--- config.mk ---
export PLATFORM = sky130hd
export DESIGN_NAME = alu_share_arbiter
export DESIGN_NICKNAME = d
export VERILOG_FILES = /design/src/rtl/alu_share_arbiter_pkg.sv /design/src/rtl/alu_share_arbiter_alu.sv /design/src/rtl/alu_share_arbiter.sv
export SDC_FILE = /design/constraint.sdc
export NUM_CORES = 1
export LEC_CHECK = 0
export ABC_AREA = 1
export CORE_MARGIN = 2
export CORE_UTILIZATION = 58
export DETAILED_ROUTE_END_ITERATION = 16
export GPL_TIMING_DRIVEN = 0
export HOLD_SLACK_MARGIN = 0.08
export PLACE_DENSITY = 0.94
export SYNTH_ARGS = -nofsm -noshare
export SYNTH_HDL_FRONTEND = slang
export SYNTH_SLANG_ARGS = --single-unit
--- constraint.sdc ---
create_clock -name clk -period 3.3 [get_ports clk]
set_input_delay 0.66 -clock clk [delete_from_list [all_inputs] [get_ports clk]]
set_output_delay 0.66 -clock clk [all_outputs]
set_load 0.05 [all_outputs]
--- src/rtl/alu_share_arbiter_pkg.sv ---
// Shared definitions for the two-requester ALU arbiter: ALU opcodes and the
// arbiter FSM state encoding.
package alu_share_arbiter_pkg;

  localparam int ALU_W = 32;

  localparam logic [2:0] ALU_ADD = 3'b000;
  localparam logic [2:0] ALU_SUB = 3'b001;
  localparam logic [2:0] ALU_AND = 3'b010;
  localparam logic [2:0] ALU_OR  = 3'b011;
  localparam logic [2:0] ALU_XOR = 3'b100;
  localparam logic [2:0] ALU_SLT = 3'b101;

  localparam logic [1:0] ST_IDLE = 2'd0;
  localparam logic [1:0] ST_EXEC = 2'd1;
  localparam logic [1:0] ST_RESP = 2'd2;

endpackage

--- src/rtl/alu_share_arbiter_alu.sv ---
// Combinational 32-bit ALU shared by both requesters. Unused opcodes fall
// back to AND so the datapath never produces an undefined value.
module alu_share_arbiter_alu
  import alu_share_arbiter_pkg::*;
(
  input  logic [ALU_W-1:0] src_a,
  input  logic [ALU_W-1:0] src_b,
  input  logic [2:0]       alu_control,
  output logic [ALU_W-1:0] result,
  output logic             zero
);

  always_comb begin
    result = src_a & src_b;
    case (alu_control)
      ALU_ADD: result = src_a + src_b;
      ALU_SUB: result = src_a - src_b;
      ALU_AND: result = src_a & src_b;
      ALU_OR:  result = src_a | src_b;
      ALU_XOR: result = src_a ^ src_b;
      ALU_SLT: result = {{(ALU_W-1){1'b0}}, ($signed(src_a) < $signed(src_b))};
      default: result = src_a & src_b;
    endcase
  end

  assign zero = (result == '0);

endmodule

--- src/rtl/alu_share_arbiter.sv ---
// Round-robin arbiter that shares one ALU between two requesters and holds a
// registered response until the owning requester accepts it.
module alu_share_arbiter
  import alu_share_arbiter_pkg::*;
#(
  parameter int WIDTH = 32,
  parameter int CNT_W = 16
) (
  input  logic             clk,
  input  logic             rst_n,
  input  logic [1:0]       req_valid,
  output logic [1:0]       req_ready,
  input  logic [WIDTH-1:0] req_a0,
  input  logic [WIDTH-1:0] req_b0,
  input  logic [WIDTH-1:0] req_a1,
  input  logic [WIDTH-1:0] req_b1,
  input  logic [2:0]       req_op0,
  input  logic [2:0]       req_op1,
  output logic [1:0]       resp_valid,
  input  logic [1:0]       resp_ready,
  output logic [WIDTH-1:0] resp_result,
  output logic             resp_zero,
  output logic             busy,
  output logic [CNT_W-1:0] done_cnt0,
  output logic [CNT_W-1:0] done_cnt1
);

  logic [1:0]       state;
  logic             last_grant;
  logic             owner;
  logic [WIDTH-1:0] op_a;
  logic [WIDTH-1:0] op_b;
  logic [2:0]       op_code;
  logic [WIDTH-1:0] alu_result;
  logic             alu_zero;
  logic [1:0]       grant;
  logic             resp_accept;

  // On a tie the requester that did not win last time gets the ALU.
  always_comb begin
    grant = 2'b00;
    case (req_valid)
      2'b01:   grant = 2'b01;
      2'b10:   grant = 2'b10;
      2'b11:   grant = last_grant ? 2'b01 : 2'b10;
      default: grant = 2'b00;
    endcase
  end

  assign req_ready   = (state == ST_IDLE && rst_n) ? grant : 2'b00;
  assign resp_valid  = (state == ST_RESP) ? (owner ? 2'b10 : 2'b01) : 2'b00;
  assign busy        = (state != ST_IDLE);
  assign resp_accept = (state == ST_RESP) && resp_ready[owner];

  alu_share_arbiter_alu u_alu (
    .src_a       (op_a),
    .src_b       (op_b),
    .alu_control (op_code),
    .result      (alu_result),
    .zero        (alu_zero)
  );

  // Reset drops any in-flight operation; requesters must reissue afterwards.
  always_ff @(posedge clk or negedge rst_n) begin
    if (!rst_n) begin
      state       <= ST_IDLE;
      last_grant  <= 1'b1;
      owner       <= 1'b0;
      op_a        <= '0;
      op_b        <= '0;
      op_code     <= ALU_ADD;
      resp_result <= '0;
      resp_zero   <= 1'b0;
      done_cnt0   <= '0;
      done_cnt1   <= '0;
    end else begin
      case (state)
        ST_IDLE: begin
          if (|grant) begin
            owner   <= grant[1];
            op_a    <= grant[1] ? req_a1  : req_a0;
            op_b    <= grant[1] ? req_b1  : req_b0;
            op_code <= grant[1] ? req_op1 : req_op0;
            state   <= ST_EXEC;
          end
        end
        ST_EXEC: begin
          resp_result <= alu_result;
          resp_zero   <= alu_zero;
          state       <= ST_RESP;
        end
        ST_RESP: begin
          if (resp_accept) begin
            last_grant <= owner;
            if (owner) done_cnt1 <= done_cnt1 + CNT_W'(1);
            else       done_cnt0 <= done_cnt0 + CNT_W'(1);
            state <= ST_IDLE;
          end
        end
        default: state <= ST_IDLE;
      endcase
    end
  end

endmodule

======== Word level (Yosys, flattened, before mapping) ========
Index checks and enable logic that the tools add are counted.
Widths: inputs -> output; s select.
word-level totals
  flip-flop bits (word level) ............. 136
  latch bits .............................. 0
  bits in writable memories ............... 0
  memory bits (read-only) ................. 0
  input port bits ......................... 140
  output and inout port bits .............. 70
  word-level logic and storage cells ...... 57
  memories ................................ 0
cells by class
  add/sub/neg operators ................... 4
  multiply operators ...................... 0
  div/mod/pow operators ................... 0
  $lt $le $gt $ge ......................... 2
  equal/unequal tests ..................... 11
  shift-type cells ........................ 0
  muxes and demuxes ....................... 14
  bitwise gates (word level) .............. 4
  reduce and logical (&&, ||, !) cells .... 12
operators with widths
  operator               count
  $pmux 32 s5            1
  $mux 32                2
  $add 16x1->16 const B  2
  $add 32x32->32         1
  $and 32x32->32         1
  $logic_not 32->1       1
  $lt 32x32->1           1
  $or 32x32->32          1
  $sub 32x32->32         1
  $xor 32x32->32         1
  $mux 2                 6
  $pmux 2 s3             2
  $eq 2x2->1 const B     3
  $eq 3x3->1 const B     2
  $reduce_and 2->1       3
  $reduce_and 3->1       2
  $eq 2x1->1 const B     2
  $eq 3x1->1 const B     1
  $eq 3x2->1 const B     1
  $logic_not 3->1        1
  $mux 3                 1
  $logic_and 1x1->1      2
  $logic_not 2->1        1
  $lt 1x2->1 const B     1
  6 further kinds        7

======== Logic depth before layout (Yosys ltp) ========
Gate-level depths: netlist (run 1).
  word-level depth ........................ 5
  depth in mapped cells ................... 22
  depth with buffers taken out ............ 21

======== Cells and area by module ========
Synthesis (run 1) repeated with hierarchy kept, for this count alone.
unflattened totals
  cells, all modules ...................... 2170
  area total of the unflattened synthesis .. 13610.6 sq um
modules (own cells, without submodules)
  module                 times used  cells an instance  area an instance (sq um)  seq. area each (sq um)
  alu_share_arbiter_alu  1           1421               7214.4                    0.0
  alu_share_arbiter      1           749                6396.1                    3404.5

======== Least setup slack after synthesis (run 1) ========
OpenSTA, ideal clock, no wires.
  path type ............................... reg-to-output
  start point ............................. register state[0]
  end point ............................... output req_ready[0]
  arrival time ............................ 3.217 ns
  required time ........................... 2.640 ns
  setup slack ............................. -0.577 ns
  cell stages (with the launch flop) ...... 4
  buffers on the path ..................... 0
  cells stage by stage .................... dfrtp_1 -> nor2_1 -> inv_1 -> a2111oi_0
between the ends
  cells in the longest elaborated chain, start to end .. 3
ends and longest elaborated chain
  element                 line                     RTL
  start, declared         alu_share_arbiter.sv:28  logic [1:0] state;
  start signal, assigned  alu_share_arbiter.sv:66  state <= ST_IDLE;
  start signal, assigned  alu_share_arbiter.sv:84  state <= ST_EXEC;
  start signal, assigned  alu_share_arbiter.sv:90  state <= ST_RESP;
  $logic_not 2->1         alu_share_arbiter.sv:50  assign req_ready = (state == ST_IDLE && rst_n) ? grant : 2'b00;
  $logic_and 1x1->1       alu_share_arbiter.sv:50
  $mux 2                  alu_share_arbiter.sv:50
  end, declared           alu_share_arbiter.sv:12  output logic [1:0] req_ready,
No other way between the ends.

======== Final worst setup path (run 1) ========
  start point ............................. register op_a[6]
  end point ............................... register resp_zero
between the ends
  cells in the longest elaborated chain, start to end .. 3
  elaborated cells on any way between the ends .. 8
  those cells by class .................... add/sub: 2; order compare: 1; mux: 1; bitwise: 3; reduce/logical: 1
ends and longest elaborated chain
  element                                       line                         RTL
  start, declared                               alu_share_arbiter.sv:31      logic [WIDTH-1:0] op_a;
  start signal, assigned                        alu_share_arbiter.sv:81      op_a <= grant[1] ? req_a1 : req_a0;
  $sub 32x32->32, or another cell as far along  alu_share_arbiter_alu.sv:17  ALU_SUB: result = src_a - src_b;
  $pmux 32 s5 (*)                               alu_share_arbiter_alu.sv:15  case (alu_control)
  $logic_not 32->1 (*)                          alu_share_arbiter_alu.sv:26  assign zero = (result == '0);
  end signal, assigned                          alu_share_arbiter.sv:89      resp_zero <= alu_zero;
  end, declared                                 alu_share_arbiter.sv:22      output logic resp_zero,
Mark *: on every way between the ends. The rest lies on a longest branch, timed or not.
A chain may end at the register's enable or synchronous reset.

==> flow_metrics.tcl, run 1 <==
set metrics [dict create \
    yosys_warnings 0 \
    yosysMostFrequentCell "nand2_1" \
    grt_pass1_wl_um 74200 \
    yosys-top-cells-count "nand2_1, inv_1, nor2_1, nand3_1, dfrtp_1" \
    maxSlewViolCount 0 \
    min_period_ns 3.29 \
    clk-insertion-delay-late_ns 0.45 \
    rr_endpoint "resp_zero" \
    max_freq_mhz 304 \
    wl_per_cell_um 20.1 \
    die_h_um 149 \
    synth_area_leader_cell "dfrtp_1" \
    viasPerCell 5.93 \
    nets 2381 \
    wl_um 48600 \
    cts-root-buf "clkbuf_16" \
    synth-main-ff-cell "dfrtp_1" \
    ctsResizeCount 3 \
    async_flop_share_pct 100 \
    track_usage_pct 43.9 \
    cp-start-kind "flip-flop" \
    num_rows 52 \
    ctsHoldBuffers 0 \
    path_class "reg2reg" \
    netlist_area_um2 12200 \
    drc 0 \
    dr.first_iter.drc_count 1618 \
    place_area_um2 14600 \
    crit_required_ns 3.68 \
    die_w_um 149 \
    ys_types 48 \
    r2r_slack_ns 0.007 \
    cp_max_fo 7 \
    drtAntennaViolNets 0 \
    holdCritPathClass "in2async" \
    status "finished, final reports clean" \
    core-area_um2 20400 \
    r2r_start "op_a[6]" \
    max_slew_margin_pct 29.6 \
    grt_max_degree 81 \
    post_cts_buffers 0 \
    hpwlAfterDp_um 37900 \
    hold_violations 0 \
    dieArea_um2 22100 \
    syn_inst 1906 \
    synth_area_per_cell_um2 6.38 \
    first_pass_iters 8 \
    grt_pass1_vias 13900 \
    synth_edf_count 0 \
    antenna_cells 0 \
    cts_tree "done" \
    ctsHtreeMaxLevel 4 \
    setup_tns_ns 0 \
    finalSetupViolCount 0 \
    reg2reg_depth 18 \
    gp_congestion 1.07 \
    start_util_pct 59.5 \
    antenna_found_initial 0 \
    drive_gt1_share_pct 4.98 \
    synth_seq_area_share_pct 28.0 \
    portBuffers 209 \
    num_vias 14300 \
    worstSetupEndpointType "flip-flop" \
    ys_seq_elements 136 \
    syn2layout_area_growth_pct 25.2 \
    cts_buffers 17 \
    tightest_slew_ns 1.06 \
    drv_cap 0 \
    synth_top_cell_area_share_pct 27.8 \
    io-pin-count 210 \
    synthTopCellsByArea "dfrtp_1, nand2_1, ha_1, inv_1, nand3_1" \
    clockBufferDepth 2 \
    fin_worst_skew_ns 0.0141 \
    clkSlewWorstSetupHoldPaths_ns 0.08 \
    clock-sinks 136 \
    cp_data_arrival_time_ns 3.67 \
    finalCritPeriodShare_pct 99.8 \
    syn_nets 2153 \
    grt_overflow 0 \
    final_area_um2 15200 \
]
[routing by layer]
metal | GRT usage [%] | wire length [um] | vias up
li1 | - | - | 6522
met1 | 55.2 | 18200 | 6520
met2 | 68.9 | 21400 | 1074
met3 | 13.8 | 6510 | 212
met4 | 20.6 | 2510 | 0
met5 | 0 | 0 | -
[registers in the layout, summed over array words and instances (netlist names)]
name         flops
done_cnt0       16
done_cnt1       16
last_grant       1
op_a            32
op_b            32
op_code          3
owner            1
resp_result     32
resp_zero        1
state            2
[cell usage in the layout, fill, tap and decap left out, types with 3 or more instances in the layout]
| cell | Yosys | layout |
|---|---|---|
| nand2_1 | 535 | 535 |
| inv_1 | 307 | 306 |
| clkdlybuf4s50_1 | 0 | 206 |
| nor2_1 | 201 | 199 |
| nand3_1 | 152 | 152 |
| dfrtp_1 | 135 | 135 |
| ha_1 | 105 | 104 |
| o21ai_0 | 93 | 93 |
| o22ai_1 | 92 | 92 |
| a21oi_1 | 61 | 61 |
| nand4_1 | 38 | 38 |
| clkbuf_1 | 34 | 33 |
| nor3_1 | 21 | 21 |
| buf_2 | 17 | 17 |
| clkbuf_16 | 0 | 17 |
| xnor2_1 | 15 | 15 |
| inv_2 | 11 | 12 |
| xor2_1 | 12 | 12 |
| o21bai_1 | 7 | 7 |
| nand2_2 | 7 | 7 |
| buf_4 | 6 | 6 |
| inv_8 | 0 | 6 |
| nor2_2 | 3 | 5 |
| buf_1 | 5 | 5 |
| clkbuf_2 | 4 | 5 |
| and2_1 | 4 | 4 |
| clkinv_8 | 0 | 4 |
| o21ai_1 | 3 | 3 |
| nor2_4 | 3 | 3 |
| nor3_2 | 3 | 3 |
| o211ai_1 | 3 | 3 |
| inv_6 | 0 | 3 |
[layout make-up]
class,instances,area [um^2]
Inverter,319,1200
Fill cell,1599,5210
Timing Repair Buffer,210,2120
Clock buffer,17,425
Multi-Input combinational cell,1383,7250
Tap cell,270,338
Buffer,67,315
Sequential cell,136,3400
Clock inverter,15,175
[through the flow]
step / instances / hold WS (ns) / worst slack (ns) / util [%]
final: 2417 / 0.156 / 0.00690 / 74.5
after global routing: 2417 / 0.218 / -0.0144 / 74.5
after CTS: 2417 / 0.194 / 0.00510 / 74.5
after detailed placement: 2386 / 0.459 / -0.529 / 71.5
after global placement: 2385 / 0.456 / -4.66 / 71.4
after floorplan: 1906 / 0.364 / 0.0952 / -
[worst max path at each step]
stage	start	endpoint	slack (ns)	cells past startpoint
6_report	op_a[6]	resp_zero	0.007	18
5_1_grt	op_a[6]	resp_zero	-0.01	18
4_1_cts	rst_n	req_ready[0]	0.005	5
3_5_place_dp	req_valid[1]	req_ready[1]	-0.53	7
3_3_place_gp	rst_n	req_ready[0]	-4.66	4
2_1_floorplan	state[0]	req_ready[0]	0.1	3
[worst max-delay path, cell delays in order (launching register included)]
cell	delay, ns
dfrtp_1	0.37
inv_1	0.07
ha_1	0.40
nand2_1	0.25
nor2_1	0.17
nand3_1	0.14
nand2_1	0.23
nand2_1	0.11
nand2_1	0.18
nand3b_1	0.23
nand2_1	0.15
nand2_1	0.07
nand3_1	0.08
nand3_1	0.13
nor2_2	0.28
nand2_1	0.09
nor2_1	0.12
nand3_1	0.08
nand2_1	0.06
[logic make-up (layout without fill, tap and decap cells)]
group,count (synthesis),after routing,share of synthesized area [%]
XOR/XNOR,27,27,1.95
multiplexers,1,1,0.0926
buffers and inverters,387,628,12.5
adder cells (fa/ha/maj),107,107,11.1
flip-flops,136,136,28.0
AND/OR/NAND/NOR,983,983,34.1
AO/OA/AOI/OAI,265,265,12.2
Power of run 1 is not shown: default switching activity piles up to over one toggle a cycle in this logic, so the estimate is an artifact.
==> inputs of run 2 (changes only) <==
CAP_MARGIN = 5   (was not set)
CORE_ASPECT_RATIO = 1.25   (was not set)
==> run 2 against run 1 <==
Count of clock-buffer cells in the layout is the same. Register-to-register slack gained 0.097 ns. Final cell count grew 0.12%. Cell area is essentially flat. Clock skew shrank 0.0027 ns. Non-clock buffer count is the same. Critical path depth shrank 2. Setup slack gained 0.097 ns.
==> flow_metrics.tcl, run 2 (synthesized netlist as in run 1, its figures left out) <==
set metrics [dict create \
    path_class "reg2reg" \
    first_pass_iters 7 \
    drc 0 \
    drv_cap 0 \
    slowest_delay_ns 0.48 \
    fin_cells 2420 \
    grt_pass1_wl_um 74800 \
    ctsHoldBuffers 0 \
    fill_cells 1636 \
    crit_path_top_delay_cell "ha_1" \
    mostFrequentLayoutCell "nand2_1" \
    place_area_um2 14600 \
    clockBufferDepth 2 \
    min_period_ns 3.20 \
    cp_data_arrival_time_ns 3.58 \
    syn2layout_area_growth_pct 25.1 \
    rsz0062_at_grt "false" \
    crit_required_ns 3.69 \
    dp_slack_ns -0.347 \
    drtAntennaViolNets 0 \
    status "finished, final reports clean" \
    viasPerCell 5.87 \
    post_cts_buffers 0 \
    grt_pass1_vias 14000 \
    seq_area_um2 3400 \
    max_slew_margin_pct 46.1 \
    dp.cells 2390 \
    drive_gt1_share_pct 4.71 \
    portBuffers 209 \
    io-pin-count 210 \
    dieArea_um2 22100 \
    cpMostUsedCell "nand2_1" \
    fin_ws_ns 0.104 \
    gp_congestion 1.11 \
    r2r_start "op_a[13]" \
    mostFrequentLayoutCells "nand2_1, inv_1, clkdlybuf4s50_1" \
    grt_overflow 0 \
    clk-insertion-delay-late_ns 0.45 \
    clock-sinks 136 \
    tightest_slew_ns 0.808 \
    dr.first_iter.drc_count 1731 \
    die_h_um 166 \
    cts_buffers 17 \
    ctsResizeCount 4 \
    antenna_found_initial 0 \
    num_rows 59 \
    cts_tree "done" \
    finalCritPeriodShare_pct 96.9 \
    cp_max_fo 7 \
    nets 2381 \
    num_vias 14200 \
    cts-root-buf "clkbuf_16" \
    crit_start "op_a[13]" \
    start_util_pct 58.8 \
    cp_cell_sequence "inv_1 > ha_1 > nand2_1 > nor2_1 > a21oi_1 > nand2_1 > nand3b_1 > nand2_1 > nand2_1 > nand3_1 > nand3_1 > nor2_1 > nand2_1 > nor2_1 > nand3_1 > nand2_1" \
    cp-start-kind "flip-flop" \
    worstSetupEndpointType "flip-flop" \
    final_util_pct 73.6 \
    core-area_um2 20700 \
    multiInputGateArea_um2 7240 \
    cp_top_family "simple AND/OR/NAND/NOR gates" \
    clkSlewWorstSetupHoldPaths_ns 0.07 \
    maxSlewViolCount 0 \
    wl_per_cell_um 20.1 \
    antenna_cells 0 \
    fin_worst_skew_ns 0.0114 \
    finalSetupViolCount 0 \
    max_freq_mhz 313 \
    hold_violations 0 \
    final_area_um2 15200 \
    die_w_um 133 \
    ctsHtreeMaxLevel 4 \
    hpwlAfterDp_um 37900 \
    holdCritPathClass "in2async" \
    top_regs "op_a x32, op_b x32, resp_result x32" \
    track_usage_pct 43.7 \
    wl_um 48800 \
    cp_num_buf_inv 1 \
    grt_max_degree 99 \
]
## run 2: changes by cell type in the layout (fill, tap and decap cells not counted), moves of 2 or more
cell,delta
nor2_1,+2
nor2_2,-2
clkinvlp_4,+3
inv_8,-4
inv_6,+3
bufinv_16,+2
clkinv_8,-4
## run 2: metal layers
| layer | vias up | share of wire [%] | routed length, um | global-route usage [%] |
|---|---|---|---|---|
| li1 | 6513 | - | - | - |
| met5 | - | 0 | 0 | 0 |
| met1 | 6468 | 37 | 18100 | 53.4 |
| met2 | 1024 | 45 | 22100 | 71.3 |
| met4 | 0 | 6.2 | 3040 | 25.0 |
| met3 | 201 | 11 | 5470 | 9.13 |
## run 2: through the flow
step                hold WS, ns  setup TNS, ns
global route              0.138              0
detailed placement        0.455         -0.484
CTS                       0.125              0
floorplan                 0.364              0
finish                    0.106              0
global placement          0.459        -492.37
## run 2: layout make-up
| type | instances | share of cell area [%] |
|---|---|---|
| Sequential cell | 136 | 22.4 |
| Buffer | 67 | 2.07 |
| Multi-Input combinational cell | 1383 | 47.6 |
| Inverter | 319 | 7.87 |
| Clock inverter | 14 | 1.09 |
| Clock buffer | 17 | 2.80 |
| Timing Repair Buffer | 210 | 13.9 |
| Tap cell | 274 | 2.25 |
## run 2: final timing paths
path                            slack [ns]  depth (start not counted)              end
worst max-delay path                  0.10                         16        resp_zero
worst min-delay path                  0.11                          1    done_cnt1[14]
worst max register to register        0.10                         16        resp_zero
worst min register to register        0.48                          2   resp_result[9]
max in group asynchronous             2.39                          2  resp_result[21]
min in group clk                      0.48                          2   resp_result[9]
Power of run 2 is left out for the same reason.
==> inputs of run 3 (changes only) <==
CTS_BUF_LIST = sky130_fd_sc_hd__clkbuf_4 sky130_fd_sc_hd__clkbuf_8   (was not set)
TNS_END_PERCENT = 50   (was not set)
==> run 3 against run 2 <==
Setup slack better by 0.091 ns. First-iteration DRC count down 8.8%. Sequential share of layout area up 0.28 points. Critical path depth shrank 12. Register-to-register slack better by 0.11 ns. Cell area fell by 1.2%. Fmax is 2.9% higher. Core utilization fell by 0.92 points. Critical path type is now reg2out.
==> flow_metrics.tcl, run 3 (synthesized netlist as in run 1, its figures left out) <==
set metrics [dict create \
    dr.first_iter.drc_count 1579 \
    core-area_um2 20700 \
    hpwlAfterDp_um 37900 \
    seq_area_um2 3400 \
    holdWs_ns 0.0683 \
    ctsHoldBuffers 0 \
    rsz0062_at_grt "false" \
    crit_required_ns 2.64 \
    drv_cap 0 \
    mostFrequentLayoutCell "nand2_1" \
    hold_violations 0 \
    r2r_slack_ns 0.21 \
    slowest_delay_ns 0.61 \
    grt_pass1_wl_um 72800 \
    finalSetupViolCount 0 \
    reg2reg_depth 20 \
    crit_end "req_ready[0]" \
    holdCritPathClass "in2async" \
    num_rows 59 \
    portBuffers 209 \
    cp_data_arrival_time_ns 2.44 \
    fin_ws_ns 0.195 \
    finalCritPeriodShare_pct 94.1 \
    setup_tns_ns 0 \
    top_regs "op_a x32, op_b x32, resp_result x32" \
    cp_num_buf_inv 2 \
    clockBufferDepth 2 \
    viasPerCell 5.79 \
    fin_worst_skew_ns 0.0186 \
    first_pass_iters 6 \
    track_usage_pct 42.5 \
    min_period_ns 3.10 \
    num_vias 14000 \
    io-pin-count 210 \
    status "finished, final reports clean" \
    worstSetupEndpointType "output pin" \
    cp_max_fo 3 \
    multiInputGateArea_um2 7240 \
    mostFrequentLayoutCells "nand2_1, inv_1, clkdlybuf4s50_1" \
    syn2layout_area_growth_pct 23.5 \
    start_util_pct 58.8 \
    final_util_pct 72.7 \
    clkSlewWorstSetupHoldPaths_ns 0.10 \
    tightest_slew_ns 0.753 \
    cts-root-buf "clkbuf_8" \
    drc 0 \
    r2r_start "op_a[0]" \
    cts_tree "done" \
    cp-start-kind "flip-flop" \
    route.met2.wl_um 21700 \
    gp_congestion 1.11 \
    clk-insertion-delay-late_ns 0.48 \
    wl_um 47500 \
    die_h_um 166 \
    antenna_cells 0 \
    wl_met3_um 5070 \
    drtAntennaViolNets 0 \
    dp_slack_ns -0.347 \
    grt_max_degree 99 \
    nets 2382 \
    fill_cells 1689 \
    maxSlewViolCount 0 \
    wl_met1_um 18000 \
    crit_path_top_delay_cell "dlygate4sd2_1" \
    ctsHtreeMaxLevel 4 \
    rr_endpoint "resp_zero" \
    dieArea_um2 22100 \
    crit_start "state[0]" \
    cts_buffers 17 \
    wl_per_cell_um 19.6 \
    max_freq_mhz 322 \
    clock-sinks 136 \
    highest_layer "met4" \
    grt_overflow 0 \
    max_slew_margin_pct 49.8 \
    path_depth 4 \
    drive_gt1_share_pct 4.80 \
    cp_cell_sequence "nor2_1 > inv_1 > a2111oi_1 > dlygate4sd2_1" \
    antenna_found_initial 0 \
    die_w_um 133 \
    cp_top_family "buffers and inverters" \
    post_cts_buffers 0 \
    grt_pass1_vias 13700 \
    path_class "reg2out" \
]
-- run 3: changes by cell type in the layout (fill, tap and decap cells not counted), sizes merged --
| cell | before | now |
|---|---|---|
| clkbuf | 54 | 56 |
| clkdlybuf4s15 | 1 | 0 |
-- run 3: worst min-delay path by stage --
stage | startpoint | endpoint | slack [ns] | cells after the start
2_1_floorplan | rst_n | done_cnt0[0] | 0.36 | 0
3_3_place_gp | done_cnt0[15] | done_cnt0[15] | 0.46 | 1
3_5_place_dp | done_cnt0[15] | done_cnt0[15] | 0.46 | 1
4_1_cts | rst_n | done_cnt1[14] | 0.08 | 1
5_1_grt | rst_n | done_cnt1[12] | 0.09 | 1
6_report | rst_n | done_cnt1[14] | 0.07 | 1
-- run 3: routing by layer --
metal | up-vias | GRT usage (%)
li1 | 6514 | -
met1 | 6438 | 52.5
met2 | 907 | 69.4
met3 | 166 | 9.00
met4 | 0 | 22.9
met5 | - | 0
-- run 3: worst register-to-register path: cells and delay by family (launching register included) --
family	cells	cell delay [ns]
and+or+nand+nor	15	1.44
DFF	1	0.38
buffers and inverters	2	0.21
adders and majority gates	2	0.70
AOI/OAI and AO/OA	1	0.31
-- run 3: per-stage QoR --
| step | area [um^2] | instances |
|---|---|---|
| floorplan | 12200 | 1906 |
| global placement | 14600 | 2389 |
| detailed placement | 14600 | 2390 |
| CTS | 15000 | 2421 |
| global route | 15000 | 2421 |
| finish | 15000 | 2421 |
-- run 3: repair_timing --
item                       CTS  global route
setup endpoints to repair    2             2
pin swaps                    0             0
resized for setup            3             3
-- run 3: area by class of cell --
class	instances	area share, %
multi-input cells	1383	48.2
clock inverters	14	1.10
flip-flops and latches	136	22.7
inverters	319	7.97
repair buffers	210	14.1
well taps	274	2.28
plain buffers	68	2.13
clock buffers	17	1.56
Power of run 3 is left out for the same reason.
